`src/rtl/seven_seg_scan_if.sv`:
```
// User-side bundle for the 7-segment scan controller: value/load in, shared seg/an pins out.
interface seven_seg_scan_if #(
  parameter int unsigned NUM_DIGITS = 4
);
  logic                      en;
  logic                      load;
  logic [4*NUM_DIGITS-1:0]   value;
  logic [NUM_DIGITS-1:0]     dp_in;
  logic                      blank_lz;
  logic [6:0]                seg;
  logic                      dp;
  logic [NUM_DIGITS-1:0]     an;
  logic                      frame_done;

  modport master (
    output en, load, value, dp_in, blank_lz,
    input  seg, dp, an, frame_done
  );

  modport slave (
    input  en, load, value, dp_in, blank_lz,
    output seg, dp, an, frame_done
  );
endinterface

```
`src/rtl/seven_seg_scan_ctrl.sv`:
```
// Time-multiplexed scan controller for an N-digit common-anode 7-segment display,
// with frame-atomic value updates, anti-ghost blanking and leading-zero suppression.
module seven_seg_scan_ctrl #(
  parameter int unsigned NUM_DIGITS  = 4,
  parameter int unsigned REFRESH_DIV = 50000,
  parameter int unsigned BLANK_CYC   = 16
) (
  input  logic             clk,
  input  logic             reset,
  seven_seg_scan_if.slave  bus
);

  localparam int unsigned CNT_W = $clog2(REFRESH_DIV);
  localparam int unsigned IDX_W = (NUM_DIGITS > 1) ? $clog2(NUM_DIGITS) : 1;
  localparam int unsigned VAL_W = 4 * NUM_DIGITS;

  localparam logic [1:0] ST_IDLE  = 2'd0;
  localparam logic [1:0] ST_BLANK = 2'd1;
  localparam logic [1:0] ST_SHOW  = 2'd2;

  localparam logic [CNT_W-1:0] CNT_LAST   = CNT_W'(REFRESH_DIV - 1);
  localparam logic [CNT_W-1:0] BLANK_LAST = CNT_W'(BLANK_CYC - 1);
  localparam logic [IDX_W-1:0] IDX_LAST   = IDX_W'(NUM_DIGITS - 1);

  logic [1:0]            state_q, state_d;
  logic [IDX_W-1:0]      idx_q, idx_d;
  logic [CNT_W-1:0]      cnt_q, cnt_d;
  logic [VAL_W-1:0]      shadow_q, shadow_d;
  logic [NUM_DIGITS-1:0] shadow_dp_q, shadow_dp_d;
  logic [VAL_W-1:0]      stage_q, stage_d;
  logic [NUM_DIGITS-1:0] stage_dp_q, stage_dp_d;
  logic                  pend_q, pend_d;
  logic [NUM_DIGITS-1:0] an_q, an_d;
  logic [6:0]            seg_q, seg_d;
  logic                  dp_q, dp_d;
  logic                  frame_done_q, frame_done_d;

  logic                  xfer;
  logic                  all_zero;
  logic [NUM_DIGITS-1:0] lz_blank;
  logic [3:0]            nib;
  logic                  cur_lz;
  logic                  cur_dp;

  function automatic logic [6:0] glyph(input logic [3:0] n);
    case (n)
      4'h0:    glyph = 7'b0000001;
      4'h1:    glyph = 7'b1001111;
      4'h2:    glyph = 7'b0010010;
      4'h3:    glyph = 7'b0000110;
      4'h4:    glyph = 7'b1001100;
      4'h5:    glyph = 7'b0100100;
      4'h6:    glyph = 7'b0100000;
      4'h7:    glyph = 7'b0001111;
      4'h8:    glyph = 7'b0000000;
      4'h9:    glyph = 7'b0000100;
      4'hA:    glyph = 7'b0001000;
      4'hB:    glyph = 7'b1100000;
      4'hC:    glyph = 7'b0110001;
      4'hD:    glyph = 7'b1000010;
      4'hE:    glyph = 7'b0110000;
      default: glyph = 7'b0111000;
    endcase
  endfunction

  always_comb begin
    state_d = state_q;
    idx_d   = idx_q;
    cnt_d   = cnt_q;
    if (!bus.en) begin
      state_d = ST_IDLE;
      idx_d   = '0;
      cnt_d   = '0;
    end else begin
      case (state_q)
        ST_BLANK: begin
          cnt_d = cnt_q + 1'b1;
          if (cnt_q == BLANK_LAST) state_d = ST_SHOW;
        end
        ST_SHOW: begin
          if (cnt_q == CNT_LAST) begin
            state_d = ST_BLANK;
            cnt_d   = '0;
            idx_d   = (idx_q == IDX_LAST) ? '0 : idx_q + 1'b1;
          end else begin
            cnt_d = cnt_q + 1'b1;
          end
        end
        default: begin
          state_d = ST_BLANK;
          cnt_d   = '0;
          idx_d   = '0;
        end
      endcase
    end
  end

  // frame_done_q is high exactly in the last SHOW cycle of the last digit,
  // so it doubles as the frame-boundary marker for the shadow transfer.
  always_comb begin
    xfer        = (state_q == ST_IDLE) || frame_done_q;
    shadow_d    = shadow_q;
    shadow_dp_d = shadow_dp_q;
    pend_d      = pend_q;
    stage_d     = bus.load ? bus.value : stage_q;
    stage_dp_d  = bus.load ? bus.dp_in : stage_dp_q;
    if (xfer) begin
      pend_d = 1'b0;
      if (bus.load) begin
        shadow_d    = bus.value;
        shadow_dp_d = bus.dp_in;
      end else if (pend_q) begin
        shadow_d    = stage_q;
        shadow_dp_d = stage_dp_q;
      end
    end else if (bus.load) begin
      pend_d = 1'b1;
    end
  end

  // Outputs are registered from next-state values so they line up with the FSM.
  always_comb begin
    all_zero = 1'b1;
    lz_blank = '0;
    for (int unsigned k = NUM_DIGITS; k > 0; k--) begin
      all_zero      = all_zero & (shadow_d[4*(k-1) +: 4] == 4'h0);
      lz_blank[k-1] = bus.blank_lz && (k > 1) && all_zero;
    end

    nib    = '0;
    cur_lz = 1'b0;
    cur_dp = 1'b0;
    for (int unsigned i = 0; i < NUM_DIGITS; i++) begin
      if (idx_d == IDX_W'(i)) begin
        nib    = shadow_d[4*i +: 4];
        cur_lz = lz_blank[i];
        cur_dp = shadow_dp_d[i];
      end
    end

    an_d  = '1;
    seg_d = '1;
    dp_d  = 1'b1;
    if (state_d == ST_SHOW) begin
      if (!cur_lz || cur_dp) an_d[idx_d] = 1'b0;
      if (!cur_lz) seg_d = glyph(nib);
      dp_d = ~cur_dp;
    end
    frame_done_d = (state_d == ST_SHOW) && (idx_d == IDX_LAST) && (cnt_d == CNT_LAST);
  end

  always_ff @(posedge clk) begin
    if (reset) begin
      state_q      <= ST_IDLE;
      idx_q        <= '0;
      cnt_q        <= '0;
      shadow_q     <= '0;
      shadow_dp_q  <= '0;
      stage_q      <= '0;
      stage_dp_q   <= '0;
      pend_q       <= 1'b0;
      an_q         <= '1;
      seg_q        <= '1;
      dp_q         <= 1'b1;
      frame_done_q <= 1'b0;
    end else begin
      state_q      <= state_d;
      idx_q        <= idx_d;
      cnt_q        <= cnt_d;
      shadow_q     <= shadow_d;
      shadow_dp_q  <= shadow_dp_d;
      stage_q      <= stage_d;
      stage_dp_q   <= stage_dp_d;
      pend_q       <= pend_d;
      an_q         <= an_d;
      seg_q        <= seg_d;
      dp_q         <= dp_d;
      frame_done_q <= frame_done_d;
    end
  end

  assign bus.an         = an_q;
  assign bus.seg        = seg_q;
  assign bus.dp         = dp_q;
  assign bus.frame_done = frame_done_q;

endmodule
```
`src/flat_wrapper.sv`:
```
// flat-port wrapper written by rule: the top's interface ports become plain ports
module seven_seg_scan_ctrl_flat 
#(
  parameter int unsigned NUM_DIGITS  = 4,
  parameter int unsigned REFRESH_DIV = 50000,
  parameter int unsigned BLANK_CYC   = 16
)
  (clk, reset, bus_en, bus_load, bus_value, bus_dp_in, bus_blank_lz, bus_seg, bus_dp, bus_an, bus_frame_done);
  seven_seg_scan_if #(.NUM_DIGITS(NUM_DIGITS)) bus_i ();
  input  logic clk;
  input  logic reset;
  input wire logic [$bits(bus_i.en)-1:0] bus_en;
  input wire logic [$bits(bus_i.load)-1:0] bus_load;
  input wire logic [$bits(bus_i.value)-1:0] bus_value;
  input wire logic [$bits(bus_i.dp_in)-1:0] bus_dp_in;
  input wire logic [$bits(bus_i.blank_lz)-1:0] bus_blank_lz;
  output wire logic [$bits(bus_i.seg)-1:0] bus_seg;
  output wire logic [$bits(bus_i.dp)-1:0] bus_dp;
  output wire logic [$bits(bus_i.an)-1:0] bus_an;
  output wire logic [$bits(bus_i.frame_done)-1:0] bus_frame_done;
  assign bus_i.en = bus_en;
  assign bus_i.load = bus_load;
  assign bus_i.value = bus_value;
  assign bus_i.dp_in = bus_dp_in;
  assign bus_i.blank_lz = bus_blank_lz;
  assign bus_seg = bus_i.seg;
  assign bus_dp = bus_i.dp;
  assign bus_an = bus_i.an;
  assign bus_frame_done = bus_i.frame_done;
  seven_seg_scan_ctrl #(.NUM_DIGITS(NUM_DIGITS), .REFRESH_DIV(REFRESH_DIV), .BLANK_CYC(BLANK_CYC)) u_core (.clk(clk), .reset(reset), .bus(bus_i));
endmodule
```
`config.mk`:
```
export PLATFORM = sky130hd
export DESIGN_NAME = seven_seg_scan_ctrl_flat
export DESIGN_NICKNAME = d
export VERILOG_FILES = /design/src/rtl/seven_seg_scan_if.sv /design/src/rtl/seven_seg_scan_ctrl.sv /design/src/flat_wrapper.sv
export SDC_FILE = /design/constraint.sdc
export NUM_CORES = 1
export LEC_CHECK = 0
export ABC_AREA = 1
export BUFFER_PORTS_ARGS = -buffer_cell sky130_fd_sc_hd__buf_2
export CORE_MARGIN = 1.5
export CORE_UTILIZATION = 58
export CTS_CLUSTER_SIZE = 16
export DETAILED_ROUTE_END_ITERATION = 16
export PLACE_DENSITY = 0.76
export SLEW_MARGIN = 20
export SYNTH_ARGS = -nofsm -noshare
export SYNTH_HDL_FRONTEND = slang
export SYNTH_SLANG_ARGS = --single-unit
```
`constraint.sdc`:
```
create_clock -name clk -period 5.51 [get_ports clk]
set_clock_uncertainty 0.2 [all_clocks]
set_input_delay 0.8265 -clock clk [delete_from_list [all_inputs] [get_ports clk]]
set_output_delay 0.8265 -clock clk [all_outputs]
set_load 0.005 [all_outputs]
```
==> results of run 1 <==
final timing paths:
check	start	end	slack [ns]
setup / recovery	u_core.cnt_q[0]$_SDFF_PP0_	u_core.bus.seg[3]$_SDFF_PP1_	2.62
setup reg to reg	u_core.cnt_q[0]$_SDFF_PP0_	u_core.bus.seg[3]$_SDFF_PP1_	2.62
hold / removal	u_core.stage_q[14]$_SDFFE_PP0P_	u_core.stage_q[14]$_SDFFE_PP0P_	0.27
hold reg to reg	u_core.stage_q[14]$_SDFFE_PP0P_	u_core.stage_q[14]$_SDFFE_PP0P_	0.27
sequential cells by signal, indices dropped and copies added (netlist names):
| name | count |
|---|---|
| u_core.bus.dp | 1 |
| u_core.pend_q | 1 |
| u_core.stage_q | 16 |
| u_core.state_q | 2 |
| u_core.bus.an | 4 |
| u_core.stage_dp_q | 4 |
| u_core.bus.seg | 7 |
| u_core.bus.frame_done | 1 |
| u_core.shadow_dp_q | 4 |
| u_core.idx_q | 2 |
| u_core.shadow_q | 16 |
| u_core.cnt_q | 16 |
cells in the mapped netlist:
master    number  area (sq um)
nand3b_1       3          22.5
a21boi_0       1          7.51
nor3_1         2          10.0
a31oi_1        3          18.8
nand2_2        9          56.3
nor2_8         1          20.0
nand3_1       37           185
o21ai_0        7          35.0
nand3_2        4          40.0
inv_2          7          26.3
o21ai_1        2          10.0
a22oi_1        5          37.5
a21oi_1       30           150
nand3_4        1          17.5
clkinv_1       3          11.3
nand2_1      148           556
nand2_4        4          45.0
clkbuf_1       5          18.8
a22oi_2        1          12.5
nor2_1        65           244
xnor2_1        2          17.5
buf_1          3          11.3
nor2_4         6          67.6
nor2_2         6          37.5
nor4_1         1          6.26
dfxtp_1       74          1480
or2_2          1          6.26
buf_6          2          22.5
ha_1          11           138
a32o_1         3          30.0
o22ai_1        1          6.26
xor2_1        11          96.3
nand4_1        6          37.5
nand4_2        2          25.0
buf_2          5          25.0
inv_1         48           180
worst reg2reg max path, stage by stage (launching register included):
cell and delay, ns:
dfxtp_1 0.38, ha_1 0.23, nand3_2 0.13, nor2_4 0.16
nand3_1 0.09, nand2_1 0.06, nand2_1 0.06, nand2_2 0.25
inv_2 0.11, nor2_4 0.18, nand2_1 0.07, nand3_1 0.08
nand2_1 0.16, ha_1 0.35, nand3b_1 0.16, nand2_1 0.07
nand2_1 0.05, nand3_1 0.06
power breakdown:
part           total [uW]  internal (uW)  switching [uW]
combinational         113           37.5            75.1
sequential            552            549            3.85
clock                 429            234             194
total                1090            820             273
cells by family after synthesis:
group                    count (synthesis)  share of synthesized area [%]
AO/OA/AOI/OAI                           53                           8.29
XOR/XNOR                                13                           3.07
adder cells (fa/ha/maj)                 11                           3.71
buffers and inverters                   73                           7.95
flip-flops                              74                           39.9
AND/OR/NAND/NOR                        296                           37.1
metal layers:
metal / vias to the layer above / part of all wire (%) / routed length, microns
met5: - / 0 / 0
met4: 0 / 2.0 / 157
met1: 1482 / 50 / 3980
met2: 75 / 42 / 3350
li1: 1718 / - / -
met3: 14 / 5.7 / 450
area by class of cell:
type	count	area, sq um
clock buffers	14	163
clock inverters	2	35.0
fillers	563	1950
inverters	58	218
multi-input cells	373	1940
flip-flops and latches	74	1480
well taps	75	93.8
repair buffers	37	185
stage by stage:
step	hold slack, ns	std cells	worst slack (ns)	cell area (sq um)
finish	0.271	633	2.62	4110
floorplan	0.230	520	2.88	3710
global placement	0.243	617	2.41	3910
detailed placement	0.261	617	2.31	3910
global route	0.291	633	2.39	4110
CTS	0.273	633	2.62	4110
==> flow_summary.toml, run 1 <==
[outcome]
outcome = "finished, final reports clean"

[worst_setup_path]
crit_top_cell = "nand2_1"
worstSetupPathType = "flip-flop to flip-flop"
path_depth = 17
cp.arrival_ns = 2.97
path_buf_inv = 1
worstPathRequired_ns = 5.59
critPathCaptureType = "flip-flop"
path_cells = "ha_1 > nand3_2 > nor2_4 > nand3_1 > nand2_1 > nand2_1 > nand2_2 > inv_2 > nor2_4 > nand2_1 > nand3_1 > nand2_1 > ha_1 > nand3b_1 > nand2_1 > nand2_1 > nand3_1"
rr_worst_depth = 17
crit_path_max_incr_delay_ns = 0.38
start_kind = "flip-flop"
crit_family = "simple AND/OR/NAND/NOR gates"
critical_path.slowest_cell = "dfxtp_1"
crit_fanout = 11

[timing]
worst_slew_pin_slew_ns = 0.819
drv_slew = 0
max_freq_mhz = 346
finalHoldViolCount = 0
tns_ns = 0
setup_viol = 0
period_needed_ns = 2.89
period_share_pct = 52.4
rsz0062_at_grt = "no"
relSlewSlack_pct = 45.4

[logic_synthesis]
syn-cell-area_sq_um = 3710
synth.distinct_cells = 36
synth-seq-cells = 74
avgSynthCellArea_sq_um = 7.14
yosysSeqAreaShare_pct = 39.9
synth_nets = 556
netlist_instances = 520
yosysWarnings = 0

[clocking]
cts-hold-fix-buffers = 0
h-tree-depth = 3
cts_made_buffers = 9
postCtsSetupBuffers = 0
insertion_delay_ns = 0.35
cts-root-buf = "clkbuf_8"
cts_buffer_depth = 2
cts_resized = 0
path_clk_slew_ns = 0.08
cts_tree = "built"
cts_num_sinks = 74

[global_route]
met3_usage_pct = 3.78
grt_max_degree = 47
antenna_found_initial = 0
grt-ovfl-total = 0
use_met2_pct = 33.9
use_met1_pct = 35.3
grt_usage_pct = 23.6
busiest_layer = "met1"
grt_pass1_vias = 2933
grt_first_pass_wirelength_microns = 13400

[place]
portBuffers = 37
dpl.hpwl_microns = 5610
gp_congestion = 0.900

[routing]
drtPass1Iterations = 6
drt_wl_total_microns = 7940
vias_per_cell = 5.20
drt-initial-drc-count = 264
vias = 3289
drt_drc_violations_left = 0
drtAntennaViolNets = 0
routedWlPerCell_microns = 12.5

[final_layout]
antenna_cells = 0
drive_gt1_share_pct = 16.5
mostFrequentLayoutCells = "nand2_1 (148), dfxtp_1 (74), nor2_1 (65), inv_1 (48)"
syn2layout_area_growth_pct = 10.8
final_common_cell = "nand2_1"
utilization_pct = 67.8
layout.nets = 589

[power_and_ir_drop]
finalPower_uw = 1090
irDropWorstVdd_uv = 155
leakage_uw = 0.00198
power_density_nw_per_um2 = 266

[floorplanning]
initial_utilization_pct = 61.3
ios = 38
core_area_sq_um = 6060
rows = 28
die-height_microns = 83.0
die_w_microns = 83.0
dieArea_sq_um = 6890

[hold_path]
hold_depth = 2
hold_path.class = "flip-flop to flip-flop"

[flow_run]
drv_cap = 0
No activity file was read; power rests on OpenSTA's default activity.
==> run 2: changes to the inputs <==
Settings changed: CORE_UTILIZATION 58 to 53, PLACE_DENSITY 0.76 to 0.73.
Clock period 5.51 ns to 2.35 ns, I/O delays scaled along.
==> flow_summary.toml, run 2 (synthesis results as in run 1) <==
[outcome]
outcome = "finished, violations left"
violations = "setup timing"

[worst_setup_path]
cp.arrival_ns = 2.56
r2r_start = "u_core.cnt_q[0]$_SDFF_PP0_"
critPathCaptureType = "flip-flop"
crit_path_max_incr_delay_ns = 0.36
r2r_slack_ns = -0.14
crit_family = "simple AND/OR/NAND/NOR gates"
path_buf_inv = 3
path_depth = 17
endpoint = "u_core.bus.seg[1]$_SDFF_PP1_"
crit_fanout = 8
path_cells = "ha_4 > nand3_4 > nor2_4 > nand2_2 > nand2_1 > nand2_1 > inv_2 > nand2_4 > inv_4 > nor2_4 > buf_4 > nand2_1 > nand3_2 > nor2_4 > nor2_2 > nor2_2 > nand2_1"
critical_path.slowest_cell = "dfxtp_2"
crit_start = "u_core.cnt_q[0]$_SDFF_PP0_"
start_kind = "flip-flop"
r2r-end = "u_core.bus.seg[1]$_SDFF_PP1_"
worstPathRequired_ns = 2.42
crit_top_cell = "nand2_1"
rr_worst_depth = 17
worstSetupPathType = "flip-flop to flip-flop"

[hold_path]
hold_depth = 3
hold_path.class = "primary input to flip-flop"

[floorplanning]
initial_utilization_pct = 54.6
core_area_sq_um = 6790
rows = 30
die-height_microns = 86.7
dieArea_sq_um = 7520
ios = 38
die_w_microns = 86.7

[timing]
max_freq_mhz = 401
fin_ws_ns = -0.143
worst_slew_pin_slew_ns = 0.463
rsz0062_at_grt = "yes"
holdWs_ns = 0.0699
relSlewSlack_pct = 69.2
finalHoldViolCount = 0
drv_slew = 0
period_needed_ns = 2.49
period_share_pct = 106
setup_viol = 10

[final_layout]
mostFrequentLayoutCells = "nand2_1 (136), dfxtp_1 (68), nor2_1 (60), buf_4 (56), inv_1 (43)"
layout.nets = 655
multiInputGateArea_sq_um = 2190
antenna_cells = 0
drive_gt1_share_pct = 34.1
fin_cells = 720
syn2layout_area_growth_pct = 34.4
final_area_sq_um = 4990
final_common_cell = "nand2_1"
top_regs = "u_core.cnt_q x16, u_core.shadow_q x16, u_core.stage_q x16"
fill_cells = 494
seq_area_sq_um = 1490

[global_route]
met3_usage_pct = 5.71
use_met1_pct = 33.1
antenna_found_initial = 0
grt_first_pass_wirelength_microns = 15000
grt-ovfl-total = 0
use_met2_pct = 41.7
grt_pass1_vias = 3400
busiest_layer = "met2"
grt_max_degree = 46
grt_usage_pct = 25.5

[power_and_ir_drop]
swShare_pct = 26.9
p_switching_uw = 750
p_int_uw = 2040
irDropWorstVdd_uv = 373
power_frac_clock_pct = 40.4
leakage_uw = 0.00236
power_density_nw_per_um2 = 559
comb_power_share_pct = 13.2
power_frac_seq_pct = 46.4
finalPower_uw = 2790

[place]
place_ws_ns = -0.112
place_area_sq_um = 4380
gp_congestion = 0.912
dpl.hpwl_microns = 6380
dp_cells = 689
portBuffers = 37

[routing]
routedWlPerCell_microns = 13.6
drt-initial-drc-count = 213
drt_wl_total_microns = 9780
vias_per_cell = 5.04
drtAntennaViolNets = 0
drt_drc_violations_left = 0
drtPass1Iterations = 5
vias = 3628

[clocking]
h-tree-depth = 3
cts-root-buf = "clkbuf_8"
insertion_delay_ns = 0.37
cts_made_buffers = 9
cts_tree = "built"
path_clk_slew_ns = 0.09
cts-hold-fix-buffers = 0
cts_buffer_depth = 2
cts_num_sinks = 74

[flow_run]
drv_cap = 0
run 2: per-stage QoR:
stage	TNS (ns)	utilization, %
after floorplan	0	-
final	-0.832	73.5
after global routing	-2.49	73.5
after global placement	-0.183	64.5
after detailed placement	-0.684	64.5
after CTS	-0.0672	70.7
run 2: what timing repair did:
action                                  in CTS  in global routing
endpoints found under the setup margin      11                 12
setup buffers                                9                  5
resized for setup                           31                 44
pin swaps                                   11                 28
cloned                                       0                  1
run 2: worst register-to-register path, stage by stage, from the launching register on:
cell and delay [ns]:
dfxtp_2 0.36, ha_4 0.15, nand3_4 0.07, nor2_4 0.15, nand2_2 0.08, nand2_1 0.08, nand2_1 0.06, inv_2 0.06
nand2_4 0.09, inv_4 0.10, nor2_4 0.05, buf_4 0.15, nand2_1 0.15, nand3_2 0.14, nor2_4 0.23, nor2_2 0.07
nor2_2 0.12, nand2_1 0.06
run 2: worst min path at each step:
stage	from	endpoint	slack (ns)
after floorplan	u_core.cnt_q[0]$_SDFF_PP0_	u_core.cnt_q[0]$_SDFF_PP0_	0.23
after global placement	u_core.stage_dp_q[3]$_SDFFE_PP0P_	u_core.stage_dp_q[3]$_SDFFE_PP0P_	0.26
after detailed placement	u_core.stage_q[3]$_SDFFE_PP0P_	u_core.stage_q[3]$_SDFFE_PP0P_	0.26
after CTS	bus_value[10]	u_core.stage_q[10]$_SDFFE_PP0P_	0.07
after global routing	bus_value[12]	u_core.stage_q[12]$_SDFFE_PP0P_	0.08
final	bus_value[10]	u_core.stage_q[10]$_SDFFE_PP0P_	0.07
run 2: cell type report:
class | instances | share of cell area [%]
clock buffer | 9 | 2.48
clock inverter | 7 | 2.03
inverter | 58 | 4.66
multi-input combinational | 373 | 43.9
sequential | 74 | 29.8
tap | 96 | 2.41
timing repair buffer | 102 | 14.5
timing repair inverter | 1 | 0.125
run 2: power groups by stage:
stage	Sequential [uW]	Combinational, uW	Clock (uW)
floorplan	1320	200	0
global placement	1320	296	0
detailed placement	1320	302	0
CTS	1290	328	1140
global route	1300	407	1180
finish	1300	369	1130
run 2: per-layer routing:
metal | share of wire (%) | up-vias
met5 | 0 | -
met4 | 2.6 | 0
met3 | 5.3 | 19
met2 | 47 | 104
met1 | 45 | 1666
li1 | - | 1839
==> run 3: changes to the inputs <==
Settings changed: ABC_AREA 1 to default, CAP_MARGIN from default to 25.
==> flow_summary.toml, run 3 <==
[clocking]
cts-hold-fix-buffers = 0
cts_made_buffers = 9
h-tree-depth = 3
path_clk_slew_ns = 0.08
cts_tree = "built"
cts_buffer_depth = 2
cts_num_sinks = 74
cts-root-buf = "clkbuf_8"
insertion_delay_ns = 0.36

[logic_synthesis]
synth_compound_area_share_pct = 20.2
synth-xor-area-share_pct = 4.14
synth.distinct_cells = 54
synthSimpleGateAreaFrac_pct = 21.1
yosysTopAreaCell = "dfxtp_1"
synth_enable_flop_cells = 0
yosysSeqAreaShare_pct = 38.9
avgSynthCellArea_sq_um = 8.38
yosysMostFrequentCell = "nor2_1"
netlist_instances = 454
synth_top_area_share_pct = 38.9
synth-seq-cells = 74
muxShareOfSynthArea_pct = 7.30
synthFlopType = "dfxtp_1"
synthTopCellsByCount = "nor2_1 (76), dfxtp_1 (74), o22ai_1 (32)"
synth_nets = 490
syn-cell-area_sq_um = 3800
yosysWarnings = 0
synth_top_family_by_area = "simple AND/OR/NAND/NOR gates"
synthAdderAreaFrac_pct = 3.62
synth_area_leaders = "dfxtp_1 (39%), nor2_1 (7.5%), mux2i_1 (6.3%)"
synthArstFlopShare_pct = 0

[power_and_ir_drop]
irDropWorstVdd_uv = 432
finalPower_uw = 2840
power_density_nw_per_um2 = 514
leakage_uw = 0.00239

[final_layout]
antenna_cells = 0
fin_cells = 694
drive_gt1_share_pct = 40.0
top_regs = "u_core.cnt_q x16, u_core.shadow_q x16, u_core.stage_q x16"
fill_cells = 402
mostFrequentLayoutCells = "buf_4 (102), dfxtp_1 (72), nor2_1 (70), buf_2 (37), o22ai_1 (32)"
layout.nets = 630
final_area_sq_um = 5510
syn2layout_area_growth_pct = 44.9
final_common_cell = "buf_4"

[routing]
drt-initial-drc-count = 420
vias_per_cell = 6.12
drtAntennaViolNets = 0
routedWlPerCell_microns = 19.1
drtPass1Iterations = 6
drt_drc_violations_left = 0
drt_wl_total_microns = 13200
vias = 4250

[hold_path]
hold_path.class = "primary input to flip-flop"

[timing]
max_freq_mhz = 279
drv_slew = 0
period_share_pct = 153
period_needed_ns = 3.58
setup_viol = 33
tns_ns = -18.34
holdWs_ns = 0.0361
finalHoldViolCount = 0
worst_slew_pin_slew_ns = 0.572
fin_ws_ns = -1.23
relSlewSlack_pct = 61.5
rsz0062_at_grt = "yes"

[worst_setup_path]
crit_start = "u_core.cnt_q[5]$_SDFF_PP0_"
critPathCaptureType = "flip-flop"
critical_path.slowest_cell = "or4_4"
crit_path_max_incr_delay_ns = 0.55
worstSetupPathType = "flip-flop to flip-flop"
rr_worst_depth = 14
r2r-end = "u_core.bus.seg[3]$_SDFF_PP1_"
start_kind = "flip-flop"
crit_top_cell = "buf_4"
cp.arrival_ns = 3.66
r2r_slack_ns = -1.23
r2r_start = "u_core.cnt_q[5]$_SDFF_PP0_"
worstPathRequired_ns = 2.42
crit_fanout = 8
endpoint = "u_core.bus.seg[3]$_SDFF_PP1_"
path_cells = "or4_4 > nor4_4 > buf_6 > mux2i_2 > nand2_2 > buf_4 > nor2_2 > buf_4 > buf_4 > a21boi_4 > inv_2 > ha_4 > or3_1 > a32oi_1"

[flow_run]
drv_cap = 0

[global_route]
grt-ovfl-total = 0
grt_max_degree = 40
grt_pass1_vias = 3991
antenna_found_initial = 0
grt_usage_pct = 31.3
grt_first_pass_wirelength_microns = 18600

[floorplanning]
die_w_microns = 87.7
initial_utilization_pct = 55.4
dieArea_sq_um = 7700
ios = 38
rows = 30
die-height_microns = 87.7
core_area_sq_um = 6870

[place]
dpl.hpwl_microns = 7660
gp_congestion = 0.877
portBuffers = 37
dp_cells = 653
place_area_sq_um = 4750

[outcome]
outcome = "finished, violations left"
violations = "setup timing"
==> run 3: changes by cell type in the layout (fill, tap and decap cells not counted), moves of 19 or more <==
cell     previous run  this run
a21oi_1            29        10
buf_4              56       102
inv_1              43        11
mux2i_1             0        21
nand2_1           136        19
nand3_1            29         6
o22ai_1             0        32
==> run 3: critical path, delay by kind of cell (launching register included) <==
kind / cells / cell delay, ns
muxes: 1 / 0.32
adders and majority gates: 1 / 0.21
buffers and inverters: 5 / 0.75
and+or+nand+nor: 5 / 1.38
AOI/OAI and AO/OA: 2 / 0.29
DFF: 1 / 0.33
==> run 3: kinds of logic after synthesis <==
family,count (synthesis)
adders and majority gates,11
AOI/OAI and AO/OA,111
buffers and inverters,45
and+or+nand+nor,168
xor gates and xnor gates,18
muxes,27
DFF,74
==> run 3: area by class of cell <==
| cell class | instances | area, sq um | share of cell area (%) |
|---|---|---|---|
| clock buffers | 10 | 138 | 2.50 |
| clock inverters | 5 | 31.3 | 0.567 |
| inverters | 14 | 52.6 | 0.953 |
| multi-input cells | 335 | 2480 | 45.0 |
| flip-flops and latches | 74 | 1480 | 26.9 |
| well taps | 96 | 120 | 2.18 |
| repair buffers | 160 | 1200 | 21.9 |
==> run 3: stage by stage <==
step                utilization, %  setup slack (ns)
global route                  80.3             -1.36
CTS                           76.5             -1.01
global placement              69.2            -0.959
finish                        80.3             -1.23
detailed placement            69.2             -1.03
floorplan                        -             -1.13
==> run 3: worst min-delay path by stage <==
stage,end,cells past startpoint,slack [ns],start
after floorplan,u_core.cnt_q[0]$_SDFF_PP0_,1,0.23,u_core.cnt_q[0]$_SDFF_PP0_
after global placement,u_core.stage_q[9]$_SDFFE_PP0P_,2,0.27,u_core.stage_q[9]$_SDFFE_PP0P_
after detailed placement,u_core.stage_q[8]$_SDFFE_PP0P_,2,0.28,u_core.stage_q[8]$_SDFFE_PP0P_
after CTS,u_core.stage_dp_q[0]$_SDFFE_PP0P_,3,0.04,bus_dp_in[0]
after global routing,u_core.stage_dp_q[0]$_SDFFE_PP0P_,3,0.05,bus_dp_in[0]
final,u_core.stage_dp_q[1]$_SDFFE_PP0P_,3,0.04,bus_dp_in[1]
==> run 3: report_power, final <==
part           total [uW]  switching, uW  internal [uW]
clock network         885            483            402
registers            1330           27.6           1300
logic                 619            320            299
==> run 3: what timing repair did <==
action                                  in CTS  in global routing
pin swaps                                   20                 23
endpoints found under the setup margin      14                 32
gates resized for setup                     42                 48
buffers inserted                            18                 10
gates cloned                                 0                  0
==> run 3: per-layer routing <==
metal	GRT usage [%]	wire (microns)
met1	38.6	5120
met2	51.9	6380
met3	6.60	998
met4	15.4	736
met5	0	0
